--- src/rtl/ct_vfalu_dp_wb_pipe7.sv ---
// Pipe7 ex4 writeback register. It holds the ex3 result until the register-file port grants it.
// It also back-pressures ex3, accumulates sticky fflags and flags bad result selects.
module ct_vfalu_dp_wb_pipe7 #(
  parameter int DATA_W = 64,
  parameter int PREG_W = 7
) (
  input  logic              forever_cpuclk,
  input  logic              cpurst,
  input  logic              rtu_yy_xx_flush,
  input  logic              ex3_inst_vld,
  input  logic [PREG_W-1:0] ex3_dst_preg,
  input  logic              fadd_forward_r_vld,
  input  logic              fcnvt_forward_r_vld,
  input  logic              fspu_forward_r_vld,
  input  logic [DATA_W-1:0] ex3_freg_data,
  input  logic [4:0]        ex3_ereg_data,
  input  logic              ex3_ereg_vld,
  input  logic              wb_grant,
  input  logic              fflags_clr,
  output logic              ex3_stall,
  output logic              ex4_wb_vld,
  output logic [PREG_W-1:0] ex4_wb_preg,
  output logic [DATA_W-1:0] ex4_wb_data,
  output logic [4:0]        ex4_wb_fflags,
  output logic [4:0]        vfalu_fflags_acc,
  output logic              sel_onehot_err
);

  logic [1:0] sel_cnt;
  logic       sel_one;
  logic       wb_fire;
  logic       ex3_take;

  assign sel_cnt  = {1'b0, fadd_forward_r_vld} + {1'b0, fcnvt_forward_r_vld}
                  + {1'b0, fspu_forward_r_vld};
  assign sel_one  = (sel_cnt == 2'd1);
  assign wb_fire  = ex4_wb_vld & wb_grant;
  assign ex3_stall = ex4_wb_vld & ~wb_grant;
  assign ex3_take = ex3_inst_vld & ~ex3_stall & ~rtu_yy_xx_flush;

  // A take and a fire in the same cycle reload ex4, so the pipe sustains one result per cycle.
  always_ff @(posedge forever_cpuclk or posedge cpurst) begin
    if (cpurst) begin
      ex4_wb_vld <= 1'b0;
    end else if (rtu_yy_xx_flush) begin
      ex4_wb_vld <= 1'b0;
    end else if (ex3_take) begin
      ex4_wb_vld <= 1'b1;
    end else if (wb_fire) begin
      ex4_wb_vld <= 1'b0;
    end
  end

  // An illegal select captures zero data, so a bad mux never leaks a mixed value.
  always_ff @(posedge forever_cpuclk or posedge cpurst) begin
    if (cpurst) begin
      ex4_wb_preg   <= '0;
      ex4_wb_data   <= '0;
      ex4_wb_fflags <= '0;
    end else if (ex3_take) begin
      ex4_wb_preg   <= ex3_dst_preg;
      ex4_wb_data   <= sel_one ? ex3_freg_data : '0;
      ex4_wb_fflags <= ex3_ereg_data & {5{ex3_ereg_vld}};
    end
  end

  always_ff @(posedge forever_cpuclk or posedge cpurst) begin
    if (cpurst) begin
      vfalu_fflags_acc <= '0;
      sel_onehot_err   <= 1'b0;
    end else begin
      vfalu_fflags_acc <= (fflags_clr ? 5'd0 : vfalu_fflags_acc)
                        | ((wb_fire & ~rtu_yy_xx_flush) ? ex4_wb_fflags : 5'd0);
      if ((ex3_inst_vld & (sel_cnt > 2'd1)) | (ex3_take & (sel_cnt == 2'd0)))
        sel_onehot_err <= 1'b1;
    end
  end

endmodule

--- config.mk ---
export PLATFORM = sky130hd
export DESIGN_NAME = ct_vfalu_dp_wb_pipe7
export DESIGN_NICKNAME = d
export VERILOG_FILES = /design/src/rtl/ct_vfalu_dp_wb_pipe7.sv
export SDC_FILE = /design/constraint.sdc
export NUM_CORES = 1
export LEC_CHECK = 0
export CORE_ASPECT_RATIO = 0.6
export CORE_MARGIN = 4
export CORE_UTILIZATION = 41
export DETAILED_ROUTE_END_ITERATION = 6
export GPL_ROUTABILITY_DRIVEN = 0
export PLACE_DENSITY = 0.8
export SLEW_MARGIN = 20
export SYNTH_ARGS = -nofsm -noshare
export SYNTH_HDL_FRONTEND = slang
export SYNTH_SLANG_ARGS = --single-unit
--- constraint.sdc ---
create_clock -name forever_cpuclk -period 3.29 [get_ports forever_cpuclk]
set_input_delay 0.658 -clock forever_cpuclk [delete_from_list [all_inputs] [get_ports forever_cpuclk]]
set_output_delay 0.658 -clock forever_cpuclk [all_outputs]
set_load 0.03 [all_outputs]
# Word-level counts from Yosys, hierarchy flattened
# Cells that the tools add are included.
# op_classes
order_cmp,1
n_reduce_logical,2
addsub,2
bitwise,13
mux,6
n_eq_ne,1
# op_table
op,n
$mux W64,1
$mux W5,2
$and A1 B1 Y1,7
$and A5 B5 Y5,1
$or A5 B5 Y5,1
$mux W1,3
$not A1 Y1,3
$reduce_bool A3 Y1,1
$add A1 B1 Y2,1
$add A2 B1 Y2,1
$eq A2 B1 Y1 const B,1
$gt A2 B1 Y1 const B,1
$logic_not A2 Y1,1
$or A1 B1 Y1,1
# word_totals
reg_bits,83
out_inout_bits,84

# Logic depth before layout (Yosys ltp)
# Gate-level depths: netlist of the first run.
# logic_depth
depth_word,7
depth_mapped,7
ltp_nobuf,5

# Worst setup path after synthesis of the first run
# OpenSTA, ideal clock, no wires.
# synth_path
kind,input to register
start,in fadd_forward_r_vld
end,reg ex4_wb_data[10]
path_buffers,2
setup_slack_ns,1.305
stages,7
arrival_time_ns,1.906
required_ns,3.211
path_cell_list,inv_1 -> fa_1 -> nor2b_1 -> buf_2 -> buf_1 -> nand2_1 -> mux2i_1
# synth_between
elab_chain_len,4
# synth_rtl
element,line_no,rtl
"start, declared",12,"input logic fadd_forward_r_vld,"
$add A1 B1 Y2,34,"assign sel_cnt = {1'b0, fadd_forward_r_vld} + {1'b0, fcnvt_forward_r_vld}"
$add A2 B1 Y2,35,"+ {1'b0, fspu_forward_r_vld};"
$eq A2 B1 Y1,36,assign sel_one = (sel_cnt == 2'd1);
$mux W64,62,ex4_wb_data <= sel_one ? ex3_freg_data : '0;
"end signal, assigned",62,
"end, declared",23,"output logic [DATA_W-1:0] ex4_wb_data,"
# No other way between the ends.
# A chain may end at the register's enable or synchronous reset.

# Worst setup path after layout of the first run
# layout_path
start,in wb_grant
end,out ex3_stall
# layout_between
elab_chain_len,2
# layout_rtl
element,line_no,rtl
"start, declared",18,"input logic wb_grant,"
$not A1 Y1,38,assign ex3_stall = ex4_wb_vld & ~wb_grant;
$and A1 B1 Y1,38,
"end, declared",20,"output logic ex3_stall,"
# No other way between the ends.

==> run metrics, run 1 <==
Slew HR approximately three fifths; final slew viol count 0; Post-synth top flop dfrtp_1; pin count of the biggest net entering global routing 51; Critical Setup Path Class in2out; initial antenna violation count 0; Final Hold Fails 0; Via-to-Cell Ratio approximately 4.6; Setup Buffers After CTS 0; htree depth 3; Leakage Power 2.50 nW; Core Rows 26; port bufs about 170; final setup TNS 0 ns; fraction of synthesized cell area taken by the top area cell type between 50% and 60%; run status finished clean; fmax 0.374 GHz; Diodes inserted 0; Clock Latency Late Sink approximately 0.33 ns; CTS tree yes; Place WS 0.597 ns; crit path cell chain clkdlybuf4s50_1, nor2b_4, clkdlybuf4s50_1; first-pass GRT wire length 15100 µm; Synth Instances 333; FF+latch count, synth 83; number of global-route vias before repair slightly above 3000; cell count after placement about 600; hold depth 1; worst r2r dst ex4_wb_preg[4]; Synth Net Count 420; GRT Util Overall ~18%; FF-to-FF Start ex4_wb_vld; DRC viols 0; distinct cell type count after synthesis 19; CP dominant cell by count clkdlybuf4s50_1; WHS Endpoint sel_onehot_err; CP Capture Type output pin; fillers a little under 700; Detailed Place HPWL ~7000 µm; min cycle time layout approximately 2.7 ns; yosys warns 0; Hold Buf Count CTS 0; chip width 130 µm; setup violators final 0; Non-Filler Instances between 600 and 700; DR pass1 iterations 6; Mapped Area roughly 0.0037 mm²; hold crit path type reg2reg; die area about 0.011 mm²; Max VDD drop 0.373 mV; Seq/Total Area, Yosys 56.7%; Setup WS post-layout about 0.6 ns; final net count around 600; worst clock skew around 0.0065 ns; Pwr per Cell Area between 500 and 600 mW/mm²; Clock Sinks 83; reg-to-reg slack, setup 1.65 ns; number of flops mapped to enable cells by yosys 0; 1st-iter DRT viols approximately 120; top post-synthesis cells by area dfrtp_1, mux2i_1, inv_1; vias 2827; CP max stage cell clkdlybuf4s50_1; Reg clk slew, reported paths ~0.060 ns; drt wl/cell around 15 µm; share of cells above drive strength 1 approximately 6.3%; CTS buffer count 9; post-route design area 0.00577 mm²; data required time of the worst path roughly 2.6 ns; Synth async-reset ratio 100%; Fin Hold WS just under 0.5 ns; HP Start sel_onehot_err; CTS max path bufs 2; Syn Area/Cell ~11 µm²; Root Buffer clkbuf_16; number of cells upsized or downsized after cts 0; area delta synth->final 57.6%; Worst Max-Slew Pin Slew 0.623 ns; Worst Reg-to-Reg Cells 4; area of the multi-input gates between 0.001 and 0.0015 mm²; Starting Density between 40% and 50%; Max Fanout on Critical Path 3; antenna-violating nets left 0; Max-Cap Viols 0; I/O pins 170; Critical Path AT a little over 2 ns; Die Y approximately 80 µm; overall routed net length 9390 µm; RSZ-0062 raised after global routing no; cell taking the most area after synthesis dfrtp_1; Startpoint Class input port; core area about 0.0086 mm²; register area 0.00208 mm²; max incr delay on CP ~0.71 ns; total grt overflow 0; placed cell area roughly 0.0054 mm²; period utilisation layout between 80% and 90%
==> stage by stage <==
step,utilization [%],power (W)
after CTS,67.2,0.00330
after global placement,63.4,0.00217
after floorplan,-,0.00174
after detailed placement,63.4,0.00219
after global routing,67.2,0.00341
final,67.2,0.00326
==> cells in the final DEF (no fill, tap or decap) <==
master	instances
a22o_1	5
clkinv_4	1
mux2i_1	69
buf_12	4
nor3b_4	1
mux2_2	7
nor2_1	3
nand2_1	70
nor2b_4	2
bufinv_16	2
nor2b_1	1
fa_1	1
clkbuf_8	1
a311o_1	1
clkdlybuf4s50_1	169
clkbuf_16	9
buf_4	1
inv_1	73
clkinvlp_4	2
dfrtp_1	83
clkinv_2	2
==> power breakdown <==
part	leakage (nW)	switching (W)	internal [W]
Sequential	1.10	0.0000760	0.00115
Clock	0.155	0.000406	0.000685
Combinational	1.25	0.000509	0.000427
==> critical path, delay by kind of cell <==
kind,cells,cell delay (ns)
AND/OR/NAND/NOR,1,0.18
buffers and inverters,2,1.18
==> sequential cells by signal, summed over array words and instances, names as in the netlist <==
name and count:
sel_onehot_err 1, ex4_wb_vld 1, ex4_wb_fflags 5, vfalu_fflags_acc 5, ex4_wb_data 64, ex4_wb_preg 7
==> Yosys cell counts (2+ instances only) <==
master / instances
buf_6: 2
nor2_1: 3
nor2b_1: 2
mux2_2: 7
buf_12: 3
buf_2: 5
mux2i_1: 69
inv_1: 74
a22o_1: 5
dfrtp_1: 83
buf_4: 3
nand2_1: 70
==> layout make-up <==
class / count / area share (%)
repair buffers: 174 / 30.8
multi-input cells: 160 / 20.3
flip-flops and latches: 83 / 36.0
clock buffers: 10 / 4.14
inverters: 74 / 4.83
well taps: 112 / 2.43
clock inverters: 6 / 1.54
==> cells by family (layout without fill, tap and decap cells) <==
family                   Yosys count  after routing  synth area share (%)
buffers and inverters             90            264                  11.7
flip-flops                        83             83                  56.7
multiplexers                      76             76                  21.0
adder cells (fa/ha/maj)            1              1                 0.546
AO/OA/AOI/OAI                      6              6                  1.47
AND/OR/NAND/NOR                   77             77                  8.54
==> metal layers <==
metal  track usage [%]  vias to the layer above  wire length, µm
met4              5.29                        0               98
met1              24.5                     1352             4170
met2              27.5                      102             4160
met5                 0                        -                0
li1                  -                     1363                -
met3              8.28                       10              962
==> worst max path at each step <==
stage                         from               to  slack, ns
2_1_floorplan               cpurst   ex4_wb_data[0]       0.50
3_3_place_gp              wb_grant        ex3_stall       0.67
3_5_place_dp   fcnvt_forward_r_vld  ex4_wb_data[43]       0.60
4_1_cts                   wb_grant        ex3_stall       0.60
5_1_grt                   wb_grant        ex3_stall       0.59
6_report                  wb_grant        ex3_stall       0.61
Power figures use the tool's default switching activity.
==> inputs of run 2 (changes only) <==
--- a/config.mk
+++ b/config.mk
@@ -7,10 +7,10 @@
 export LEC_CHECK = 0
 export CORE_ASPECT_RATIO = 0.6
 export CORE_MARGIN = 4
-export CORE_UTILIZATION = 41
+export CORE_UTILIZATION = 37
 export DETAILED_ROUTE_END_ITERATION = 6
 export GPL_ROUTABILITY_DRIVEN = 0
-export PLACE_DENSITY = 0.8
+export PLACE_DENSITY = 0.76
 export SLEW_MARGIN = 20
 export SYNTH_ARGS = -nofsm -noshare
 export SYNTH_HDL_FRONTEND = slang
==> constraint.sdc (replaced) <==
create_clock -name forever_cpuclk -period 2.2 [get_ports forever_cpuclk]
set_input_delay 0.44 -clock forever_cpuclk [delete_from_list [all_inputs] [get_ports forever_cpuclk]]
set_output_delay 0.44 -clock forever_cpuclk [all_outputs]
set_load 0.03 [all_outputs]
==> run metrics, run 2 (same netlist as run 1, synthesis figures left out) <==
final slew viol count 0 (unchanged); CP Capture Type register; antenna-violating nets left 0 (unchanged); run status finished clean; share of power burned in the clock network 32.7% (-0.8 points); initial antenna violation count 0 (unchanged); share of cells above drive strength 1 8.14% (+1.8 points); CTS tree yes; period utilisation layout approximately 85%; cell count after placement 631 (+4.6%); Pwr Total 0.00484 W (+49%); CTS buffer count 9 (unchanged); commonest non-fill, non-tap cells in the layout clkdlybuf4s50_1, dfrtp_1, inv_1; 1st-iter DRT viols 80 (-32%); Fin Hold WS 0.502 ns (+0.0182 ns); vias 2861 (+1.2%); Startpoint Class input port; Hold Buf Count CTS 0 (unchanged); final net count 599 (+1.7%); I/O pins 170 (unchanged); Max-Cap Viols 0 (unchanged); reg-to-reg slack, setup 0.66 ns (-0.99 ns); DRC viols 0 (unchanged); Core Rows 27 (+3.8%); overall routed net length 9360 µm (-0.33%); Critical Path AT 2.13 ns (+0.11 ns); fillers 780 (+16%); Max VDD drop 0.399 mV (+7.0%); Non-Filler Instances 646 (+4.4%); Final Hold Fails 0 (unchanged); number of cells upsized or downsized after cts 0 (unchanged); commonest non-fill, non-tap cell in the layout clkdlybuf4s50_1; Leakage Power 2.55 nW (+2.2%); Worst Setup EP ex4_wb_data[9]; data required time of the worst path 2.45 ns (-0.18 ns); area delta synth->final 60.6%; fmax around 0.53 GHz; FF-to-FF Start ex4_wb_vld; Detailed Place HPWL 7200 µm (+2.9%); Worst Reg-to-Reg Cells 5 (+1); Clock Latency Late Sink 0.33 ns (about the same); min cycle time layout 1.88 ns; setup violators final 0 (unchanged); placed cell area 0.00557 mm² (+2.3%); number of global-route vias before repair 3159 (+3.8%); Flop pwr share 38.1% (+0.4 points); CP Launch Point fadd_forward_r_vld; P_sw 0.00144 W (+46%); Starting Density 39.0% (-3.6 points); Pwr per Cell Area 822 mW/mm² (+46%); Largest Register ex4_wb_data; Gate power share 29.3% (+0.5 points); Root Buffer clkbuf_16; Worst Max-Slew Pin Slew 0.396 ns (-0.227 ns); Critical Setup Path Class in2reg; Clock Sinks 83 (unchanged); RSZ-0062 raised after global routing no; switching part of the total 29.9% (-0.59 points); die area 0.0116 mm² (+9.9%); Max Fanout on Critical Path 35 (+32); Largest regs ex4_wb_data: 64 flops, ex4_wb_preg: 7 flops; Slew HR 73.5% (+15 points); post-route design area 0.00588 mm² (+1.9%); worst r2r dst ex4_wb_data[32]; total grt overflow 0 (unchanged); GRT Util Overall 16.8% (-1.7 points); pin count of the biggest net entering global routing 63 (+24%); hold crit path type reg2reg; Diodes inserted 0 (unchanged); port bufs 169 (unchanged); DR pass1 iterations 4 (-2); Via-to-Cell Ratio 4.43 (-3.0%); Reg clk slew, reported paths 0.06 ns (about the same); worst clock skew 0.00388 ns (-0.00261 ns); CTS max path bufs 2 (unchanged); Cell Int Power 0.00339 W (+50%); Die Y 85.1 µm (+4.7%); core area 0.00939 mm² (+9.4%); Setup Buffers After CTS 0 (unchanged); htree depth 3 (unchanged); first-pass GRT wire length 15500 µm (+2.3%); drt wl/cell 14.5 µm (-4.5%); fin util 62.7% (-4.6 points); max reg flops 64 (unchanged); chip width 136 µm (+4.9%)
-- run 2: worst min-delay path by stage --
stage / startpoint / to / slack [ns] / depth (start not counted)
after floorplan: rtu_yy_xx_flush / ex4_wb_vld / 0.51 / 1
after global placement: sel_onehot_err / sel_onehot_err / 0.48 / 1
after detailed placement: sel_onehot_err / sel_onehot_err / 0.49 / 1
after CTS: sel_onehot_err / sel_onehot_err / 0.50 / 1
after global routing: ex4_wb_preg[2] / ex4_wb_preg[2] / 0.52 / 1
final: sel_onehot_err / sel_onehot_err / 0.50 / 1
-- run 2: worst max-delay path: stages --
cell and delay (ns):
clkdlybuf4s50_1 0.45, inv_1 0.05, fa_1 0.54, nor2b_4 0.20, buf_12 0.21, nand2_1 0.08, mux2i_1 0.14
-- run 2: through the flow --
stage | setup TNS (ns) | setup slack, ns
global placement | 0 | 0.0343
CTS | 0 | 0.306
global route | 0 | 0.216
detailed placement | -0.529 | -0.0458
floorplan | 0 | 0.433
finish | 0 | 0.321
-- run 2: metal layers --
layer	global-route usage (%)	share of wire, %	vias to the layer above
met5	0	0	-
met4	4.12	0.81	0
met3	6.69	8.7	10
met2	26.7	46	100
met1	21.5	45	1376
li1	-	-	1375
-- run 2: power groups by stage --
stage	Combinational (W)	Clock [W]	Sequential (W)
after floorplan	0.000350	0	0.00225
after global placement	0.00141	0	0.00186
after detailed placement	0.00143	0	0.00186
after CTS	0.00144	0.00164	0.00184
after global routing	0.00151	0.00171	0.00187
final	0.00141	0.00158	0.00184
-- run 2: cell type report --
cell class / instances / area (µm²) / share of cell area (%)
clock buffer: 10 / 239 / 4.06
timing repair buffer: 184 / 1880 / 31.9
sequential: 83 / 2080 / 35.3
inverter: 74 / 282 / 4.78
tap: 130 / 163 / 2.76
clock inverter: 5 / 77.6 / 1.32
multi-input combinational: 160 / 1170 / 19.9
